===== src/rtl/alu_with_mux.sv =====
// rtl/alu_with_mux.sv - registered 4-op ALU (add/sub/and/or) with flags and one-cycle latency
// Operation selected by a 4-way mux; result and flags captured only when in_valid is high.
module alu_with_mux #(
  parameter int WIDTH = 4
) (
  input  logic             clk,
  input  logic             rst_n,
  input  logic             in_valid,
  input  logic [WIDTH-1:0] A,
  input  logic [WIDTH-1:0] B,
  input  logic [1:0]       select,
  output logic [WIDTH-1:0] result,
  output logic             out_valid,
  output logic             carry,
  output logic             zero,
  output logic             negative,
  output logic             overflow
);

  localparam int MSB = WIDTH - 1;

  logic [WIDTH:0]   sum_ext;
  logic [WIDTH:0]   diff_ext;
  logic [WIDTH-1:0] result_d, result_q;
  logic             carry_d, carry_q;
  logic             overflow_d, overflow_q;
  logic             zero_q, negative_q, out_valid_q;

  assign sum_ext  = {1'b0, A} + {1'b0, B};
  // Bit WIDTH of the extended difference is set exactly when A < B unsigned.
  assign diff_ext = {1'b0, A} - {1'b0, B};

  always_comb begin
    result_d   = '0;
    carry_d    = 1'b0;
    overflow_d = 1'b0;
    unique case (select)
      2'b00: begin
        result_d   = sum_ext[WIDTH-1:0];
        carry_d    = sum_ext[WIDTH];
        overflow_d = (A[MSB] == B[MSB]) && (sum_ext[MSB] != A[MSB]);
      end
      2'b01: begin
        result_d   = diff_ext[WIDTH-1:0];
        carry_d    = diff_ext[WIDTH];
        overflow_d = (A[MSB] != B[MSB]) && (diff_ext[MSB] != A[MSB]);
      end
      2'b10: result_d = A & B;
      2'b11: result_d = A | B;
      default: result_d = '0;
    endcase
  end

  always_ff @(posedge clk or negedge rst_n) begin
    if (!rst_n) begin
      result_q    <= '0;
      carry_q     <= 1'b0;
      overflow_q  <= 1'b0;
      zero_q      <= 1'b0;
      negative_q  <= 1'b0;
      out_valid_q <= 1'b0;
    end else begin
      out_valid_q <= in_valid;
      if (in_valid) begin
        result_q   <= result_d;
        carry_q    <= carry_d;
        overflow_q <= overflow_d;
        zero_q     <= (result_d == '0);
        negative_q <= result_d[MSB];
      end
    end
  end

  assign result    = result_q;
  assign carry     = carry_q;
  assign overflow  = overflow_q;
  assign zero      = zero_q;
  assign negative  = negative_q;
  assign out_valid = out_valid_q;

endmodule


===== config.mk =====
export PLATFORM = sky130hd
export DESIGN_NAME = alu_with_mux
export DESIGN_NICKNAME = d
export VERILOG_FILES = /design/src/rtl/alu_with_mux.sv
export SDC_FILE = /design/constraint.sdc
export NUM_CORES = 1
export LEC_CHECK = 0
export BUFFER_PORTS_ARGS = -buffer_cell sky130_fd_sc_hd__buf_4
export CAP_MARGIN = 20
export CELL_PAD_IN_SITES_DETAIL_PLACEMENT = 1
export CELL_PAD_IN_SITES_GLOBAL_PLACEMENT = 2
export CORE_ASPECT_RATIO = 0.8
export CORE_MARGIN = 2
export CORE_UTILIZATION = 31
export CTS_CLUSTER_DIAMETER = 120
export CTS_CLUSTER_SIZE = 12
export DETAILED_ROUTE_END_ITERATION = 10
export GPL_TIMING_DRIVEN = 0
export PLACE_DENSITY = 0.83
export SLEW_MARGIN = 20
export SYNTH_ARGS = -nofsm -noshare
export SYNTH_HDL_FRONTEND = slang
export SYNTH_SLANG_ARGS = --single-unit

===== constraint.sdc =====
create_clock -name clk -period 0.8 [get_ports clk]
set_input_delay 0.08 -clock clk [delete_from_list [all_inputs] [get_ports clk]]
set_output_delay 0.08 -clock clk [all_outputs]
set_load 0.005 [all_outputs]

### After elaboration in Yosys (flattened, before gate mapping)

Index checks and enable logic that the tools add are counted.

| storage, ports and cells | value |
|---|---|
| bits in registers | 9 |
| bits of input ports | 13 |
| output and inout port bits | 9 |

| cells by class | value |
|---|---|
| add/subtract/negate cells | 2 |
| equality and inequality tests | 7 |
| multiplexer cells | 3 |
| bitwise logic cells | 2 |
| reductions and logical operators | 4 |

Operators with widths:

| cell | count |
|---|---|
| 4-bit case mux with 4 select lines | 1 |
| 4-bit by 4-bit adder with 5-bit output | 1 |
| 4-bit by 4-bit subtractor with 5-bit output | 1 |
| 4-bit bitwise AND | 1 |
| 2-bit == test (second input constant) | 2 |
| 4-bit logical NOT | 1 |
| 4-bit bitwise OR | 1 |
| 1-bit case mux with 2 select lines | 2 |
| 1-bit inequality test | 3 |
| 2-bit by 1-bit == test with 1-bit output (second input constant) | 1 |
| 1-bit logical AND | 2 |
| 2-bit logical NOT | 1 |
| 1-bit == test | 1 |

### Depth between registers and ports, before layout

Gate-level depths: netlist of the first run.

| logic depth | value |
|---|---|
| depth after elaboration | 4 |
| depth in mapped cells | 9 |

### Least setup slack after synthesis of the first run

Ideal clock, no wire load.

| path | value |
|---|---|
| path kind | input to register |
| from | in A[0] |
| to | reg zero_q, in the netlist zero |
| data arrival time | 1.619 ns |
| data required time | 0.696 ns |
| setup slack | -0.922 ns |
| cell stages on the path | 7 |
| path buffers | 0 |
| cell sequence | inv_1 ha_1 inv_1 fa_1 mux4_2 or2_1 o41ai_2 |

| between the ends | value |
|---|---|
| cells in the longest elaborated chain, start to end | 3 |
| elaborated cells between the ends (all ways) | 6 |

RTL lines:

| item | line | RTL |
|---|---|---|
| start: declaration | 9 | `input logic [WIDTH-1:0] A,` |
| 4-bit by 4-bit subtractor with 5-bit output (tied with other cells) | 31 | `assign diff_ext = {1'b0, A} - {1'b0, B};` |
| 4-bit case mux with 4 select lines * | 37 | `unique case (select)` |
| 4-bit logical NOT * | 68 | `zero_q <= (result_d == '0);` |
| end signal: assignment | 68 |  |
| end: declaration | 27 | `logic zero_q, negative_q, out_valid_q;` |

Every way passes the cells marked *; elsewhere a longest branch is shown, timed or not.
A chain may end at the register's enable or synchronous reset.

### Final worst setup path of the first run

Ends and elaborated chain as after synthesis.

==> impl_metrics.csv, run 1 <==
group,metric,value,unit
placed_design,dp_hpwl,1630,um
die,chipWidth,61.0,um
global_route,antenna_found_initial,0,
global_route,overflow,0,
clock_tree,cts_tree,"done",
yosys,syn_inst,82,
finish,num_antenna_cells,0,
clock_tree,clockRootBuffer,"clkbuf_4",
clock_tree,h-tree-depth,1,
placed_design,placed_area,1080,um2
global_route,grt_pass1_vias,727,
clock_tree,clk_path_buf_depth,2,
sta,min_period,1.57,ns
yosys,synth_top_area_share,24.8,%
setup_path,required,0.97,ns
power,p_per_area,1270,nW/um2
power,power.switching,525,uW
die,io_pins,22,
global_route,grt_max_degree,11,
route,drt-initial-drc-count,11,
global_route,grt_pass1_wl,3450,um
setup_path,end_kind,"flop",
clock_tree,cts.sinks,8,
finish,layoutNonFillerInstCount,150,
clock_tree,clkTransAtPathRegs,0.06,ns
yosys,synth.distinct_cells,32,
placed_design,dpl_worst_slack,-1.14,ns
placed_design,gp_congestion,0.716,
setup_path,worstPathMaxFanout,2,
power,swShare,32.3,%
finish,area_growth,58.5,%
die,dieArea,3030,um2
power,seq_power_share,31.2,%
run_status,status,"complete, but fails checks",
yosys,syn-num-nets,109,
power,peakVddDrop,0.515,mV
route,ant_nets,0,
sta,worst_slack,-0.767,ns
power,fin_total_pwr,1.62,mW
finish,finish.instance_area,1280,um2
route,wl_per_cell,13.9,um
finish,drive_gt1_share,53.5,%
die,start_util,32.8,%
route,vias_per_cell,4.72,
sta,fin_crit_sh,196,%
sta,worst_pin_slew,0.293,ns
die,die_y,49.6,um
finish,post-route-util,51.9,%
route,vias,708,
yosys,syn_area,807,um2
sta,final_hold_viol_count,0,
sta,rsz0062_at_grt,"yes",
sta,finalMaxSlewViolations,0,
route,remaining_drc_errors,0,
sta,setup_violations,16,
route,drt_wl_total,2090,um
die,core,2460,um2
clock_tree,cts-buffers-inserted,3,
job,cap_violations,0,
yosys,syn_area_per_cell,9.84,um2
sta,clock.fmax,638,MHz
power,p_leak,0.591,nW
yosys,synth-seq-cells,8,
run_status,violations,"setup timing",
yosys,synth_seq_area_share,24.8,%
yosys,yosysWarningCount,0,
placed_design,dp_cells,139,
sta,slew_headroom,80.3,%
setup_path,crit_type,"primary input to flop",
global_route,grtUsageTotal,15.4,%
placed_design,portBuffers,21,
setup_path,cp.arrival,1.73,ns
die,core.rowCount,16,
yosys,synth.largest_area_cell,"dfrtp_1",
yosys,synthTopCellsByArea,"dfrtp_1, ha_1, mux2_2",
power,combPwrFrac,48.4,%
clock_tree,clk_latency,0.26,ns
sta,worst_clock_skew,0,ns
min_path,hold_class,"primary input to async pin",
power,power_frac_clock,20.4,%
power,internal_power,1.10,mW
finish,fin_nets,143,
setup_path,startpoint_type,"primary input",
route,drt-pass1-iter-count,3,
final timing paths:
path                                 from        end  slack, ns  cells after the start
min in group clk                     A[3]   overflow       0.19                      4
worst max register to register  result[3]  result[3]      -0.13                      2
worst min register to register  result[0]  result[0]       0.53                      1
worst max-delay path                 A[0]       zero      -0.77                      8
max in group asynchronous           rst_n      carry       0.50                      2
worst min-delay path                rst_n  result[1]       0.17                      2
synth_stat cells (all sizes together):
| cell type | count |
|---|---|
| o21ai | 2 |
| a21oi | 7 |
| a21o | 2 |
| clkinv | 1 |
| nor2b | 1 |
| nor3b | 1 |
| o41ai | 1 |
| a2111oi | 1 |
| fa | 2 |
| a31o | 1 |
| nand3 | 1 |
| ha | 12 |
| o32a | 1 |
| xnor2 | 4 |
| buf | 4 |
| nand2 | 3 |
| mux2i | 2 |
| mux2 | 5 |
| dfrtp | 8 |
| o21bai | 2 |
| or3 | 1 |
| mux4 | 1 |
| nor2 | 2 |
| a31oi | 1 |
| inv | 12 |
| or2 | 1 |
| and2b | 1 |
| a211oi | 2 |
sequential cells by signal, indices dropped and copies added, names as in the netlist:
name	flops
result	4
out_valid	1
zero	1
overflow	1
carry	1
power groups by stage:
stage               logic (mW)  clock network, mW  registers (mW)
finish                   0.785              0.331           0.507
global route             0.855              0.354           0.514
CTS                      0.749              0.314           0.508
detailed placement       0.625                  0           0.504
global placement         0.594                  0           0.498
floorplan                0.355                  0           0.502
per-stage QoR:
stage / TNS [ns] / hold WS, ns
floorplan: -3.79 / -0.216
global route: -4.73 / 0.172
finish: -4.17 / 0.169
global placement: -5.44 / -0.0989
detailed placement: -5.61 / -0.0953
CTS: -4.21 / 0.183
worst max-delay path: stages:
cell and delay, ns:
buf_12 0.10, inv_12 0.03, ha_4 0.15, inv_2 0.05, fa_2 0.41, mux4_2 0.47, or2_1 0.26, o41ai_2 0.19
cell usage in the layout, fill, tap and decap left out, types with 2 or more instances in the layout:
master	netlist	layout
buf_4	2	17
buf_6	0	11
dfrtp_1	8	8
inv_1	11	7
ha_1	12	7
a21oi_1	6	5
ha_4	0	5
xnor2_1	4	4
mux2_4	0	4
inv_2	1	3
clkbuf_4	0	3
buf_2	2	2
nand2_1	3	2
a21o_1	2	2
o21bai_1	2	2
fa_2	0	2
dlygate4sd3_1	0	2
cell families (layout without fill, tap and decap cells):
group / Yosys count / after routing / synth area share, %
flip-flops: 8 / 8 / 24.8
XOR/XNOR: 4 / 4 / 4.34
buffers and inverters: 17 / 49 / 9.15
adder cells (fa/ha/maj): 14 / 14 / 23.6
AO/OA/AOI/OAI: 20 / 20 / 18.8
AND/OR/NAND/NOR: 11 / 11 / 7.13
multiplexers: 8 / 8 / 12.2
repair_timing:
action,4_1_cts,5_1_grt
endpoints found under the hold margin,9,0
pin swaps,7,6
resized for setup,20,7
buffers inserted,4,2
endpoints found under the setup margin,16,16
hold buffers,2,0
routing by layer:
layer | vias up | global-route usage (%) | wire length, um
li1 | 343 | - | -
met1 | 349 | 19.3 | 879
met2 | 14 | 26.2 | 1140
met3 | 2 | 3.15 | 50
met4 | 0 | 4.35 | 19
met5 | - | 0 | 0
layout make-up:
cell class                      instances  area, um2
Fill cell                             290       1180
Multi-Input combinational cell         57        643
Timing Repair Buffer                   29        273
Sequential cell                         8        200
Inverter                               13       66.3
Tap cell                               36       45.0
Buffer                                  4       28.8
Clock buffer                            3       22.5
No activity file was read; power rests on OpenSTA's default activity.
==> run 2, diff against run 1 <==
Settings changed: CORE_UTILIZATION 31 to 32, CTS_BUF_LIST from default to sky130_fd_sc_hd__clkbuf_4, PLACE_DENSITY 0.83 to 0.85.
==> impl_metrics.csv, run 2 (synthesis gave the netlist of run 1 again) <==
group,metric,value,unit
setup_path,worstPathMaxFanout,2,
die,core,2420,um2
sta,rsz0062_at_grt,"yes",
route,remaining_drc_errors,0,
finish,fin_nets,142,
route,drt-initial-drc-count,7,
route,drt_wl_total,2110,um
clock_tree,cts-buffers-inserted,3,
global_route,grtUsageTotal,14.7,%
run_status,status,"complete, but fails checks",
clock_tree,cts_tree,"done",
global_route,grt_max_degree,11,
global_route,overflow,0,
power,peakVddDrop,0.477,mV
sta,worst_clock_skew,0,ns
finish,final_common_cell,"buf_6",
sta,final_hold_viol_count,0,
finish,area_growth,59.8,%
route,vias_per_cell,4.76,
setup_path,cp.arrival,1.74,ns
placed_design,dp_hpwl,1580,um
clock_tree,clkTransAtPathRegs,0.06,ns
die,die_y,48.9,um
finish,num_antenna_cells,0,
sta,worst_pin_slew,0.284,ns
setup_path,critPathSlowestCell,"mux4_2",
sta,setup_violations,16,
clock_tree,clk_path_buf_depth,2,
sta,whs,0.187,ns
finish,regArea,200,um2
route,ant_nets,0,
die,start_util,33.3,%
clock_tree,cts.sinks,8,
global_route,grt_pass1_vias,702,
setup_path,rrSetupSlack,-0.02,ns
finish,largest_register_ffs,4,
setup_path,path_buf_inv,3,
setup_path,crit_path_cell_trace,"buf_12 -> inv_12 -> ha_4 -> inv_2 -> fa_2 -> mux4_2 -> or2_1 -> o41ai_2",
route,drt-pass1-iter-count,2,
finish,drive_gt1_share,52.2,%
die,core.rowCount,16,
placed_design,gp_congestion,0.778,
power,p_leak,0.598,nW
sta,clock.fmax,629,MHz
sta,slew_headroom,80.6,%
setup_path,startpoint_type,"primary input",
clock_tree,h-tree-depth,1,
finish,multiInputGateArea,651,um2
sta,finalMaxSlewViolations,0,
setup_path,cp_top_family,"adder cells",
placed_design,portBuffers,21,
die,chipWidth,60.1,um
clock_tree,clk_latency,0.25,ns
route,wl_per_cell,14.2,um
global_route,antenna_found_initial,0,
job,cap_violations,0,
setup_path,required,0.95,ns
setup_path,crit_type,"primary input to flop",
min_path,hold_class,"primary input to async pin",
power,fin_total_pwr,1.60,mW
setup_path,max_stage_delay,0.47,ns
finish,final_cell_mix,"buf_6, buf_4, dfrtp_1",
setup_path,end_kind,"flop",
die,io_pins,22,
sta,fin_crit_sh,199,%
sta,setup_tns,-4.21,ns
route,vias,709,
sta,min_period,1.59,ns
run_status,violations,"setup timing",
die,dieArea,2940,um2
global_route,grt_pass1_wl,3290,um
clock_tree,clockRootBuffer,"clkbuf_4",
sta,worst_slack,-0.790,ns
power,p_per_area,1240,nW/um2
finish,fill_cells,259,
[run 2: metal layers]
layer,track usage (%),share of wire [%],vias to the layer above
li1,-,-,344
met1,19.1,42,351
met4,3.33,0,0
met2,25.7,56,14
met5,0,0,-
met3,1.59,2.1,0
[run 2: report_power, final]
part,internal [mW],switching [mW],total [mW]
sequential,0.461,0.0499,0.511
clock,0.172,0.141,0.313
combinational,0.460,0.316,0.775
[run 2: stage by stage]
step	utilization, %	area [um2]	setup slack (ns)	cells
3_5_place_dp	44.6	1080	-1.17	139
2_1_floorplan	-	877	-0.889	82
5_1_grt	53.3	1290	-0.836	149
4_1_cts	49.6	1200	-0.796	146
6_report	53.3	1290	-0.790	149
3_3_place_gp	44.6	1080	-1.11	139
[run 2: cell type report]
cell class | instances | share of cell area, %
plain buffers | 4 | 2.23
flip-flops and latches | 8 | 15.5
clock buffers | 3 | 1.75
well taps | 36 | 3.49
multi-input cells | 57 | 50.4
repair buffers | 28 | 21.4
inverters | 13 | 5.14
[run 2: timing repair]
item	CTS	global route
setup buffers	2	4
hold endpoints to repair	9	0
gates resized for setup	18	13
endpoints found under the setup margin	16	16
pin swaps	6	7
hold buffers	2	0
[run 2: worst paths after layout]
path,start,cells after the start,to
max,A[0],8,zero
min,rst_n,2,overflow
max reg2reg,result[3],1,result[3]
min reg2reg,zero,2,zero
max in group asynchronous,rst_n,2,zero
min in group clk,A[3],4,overflow
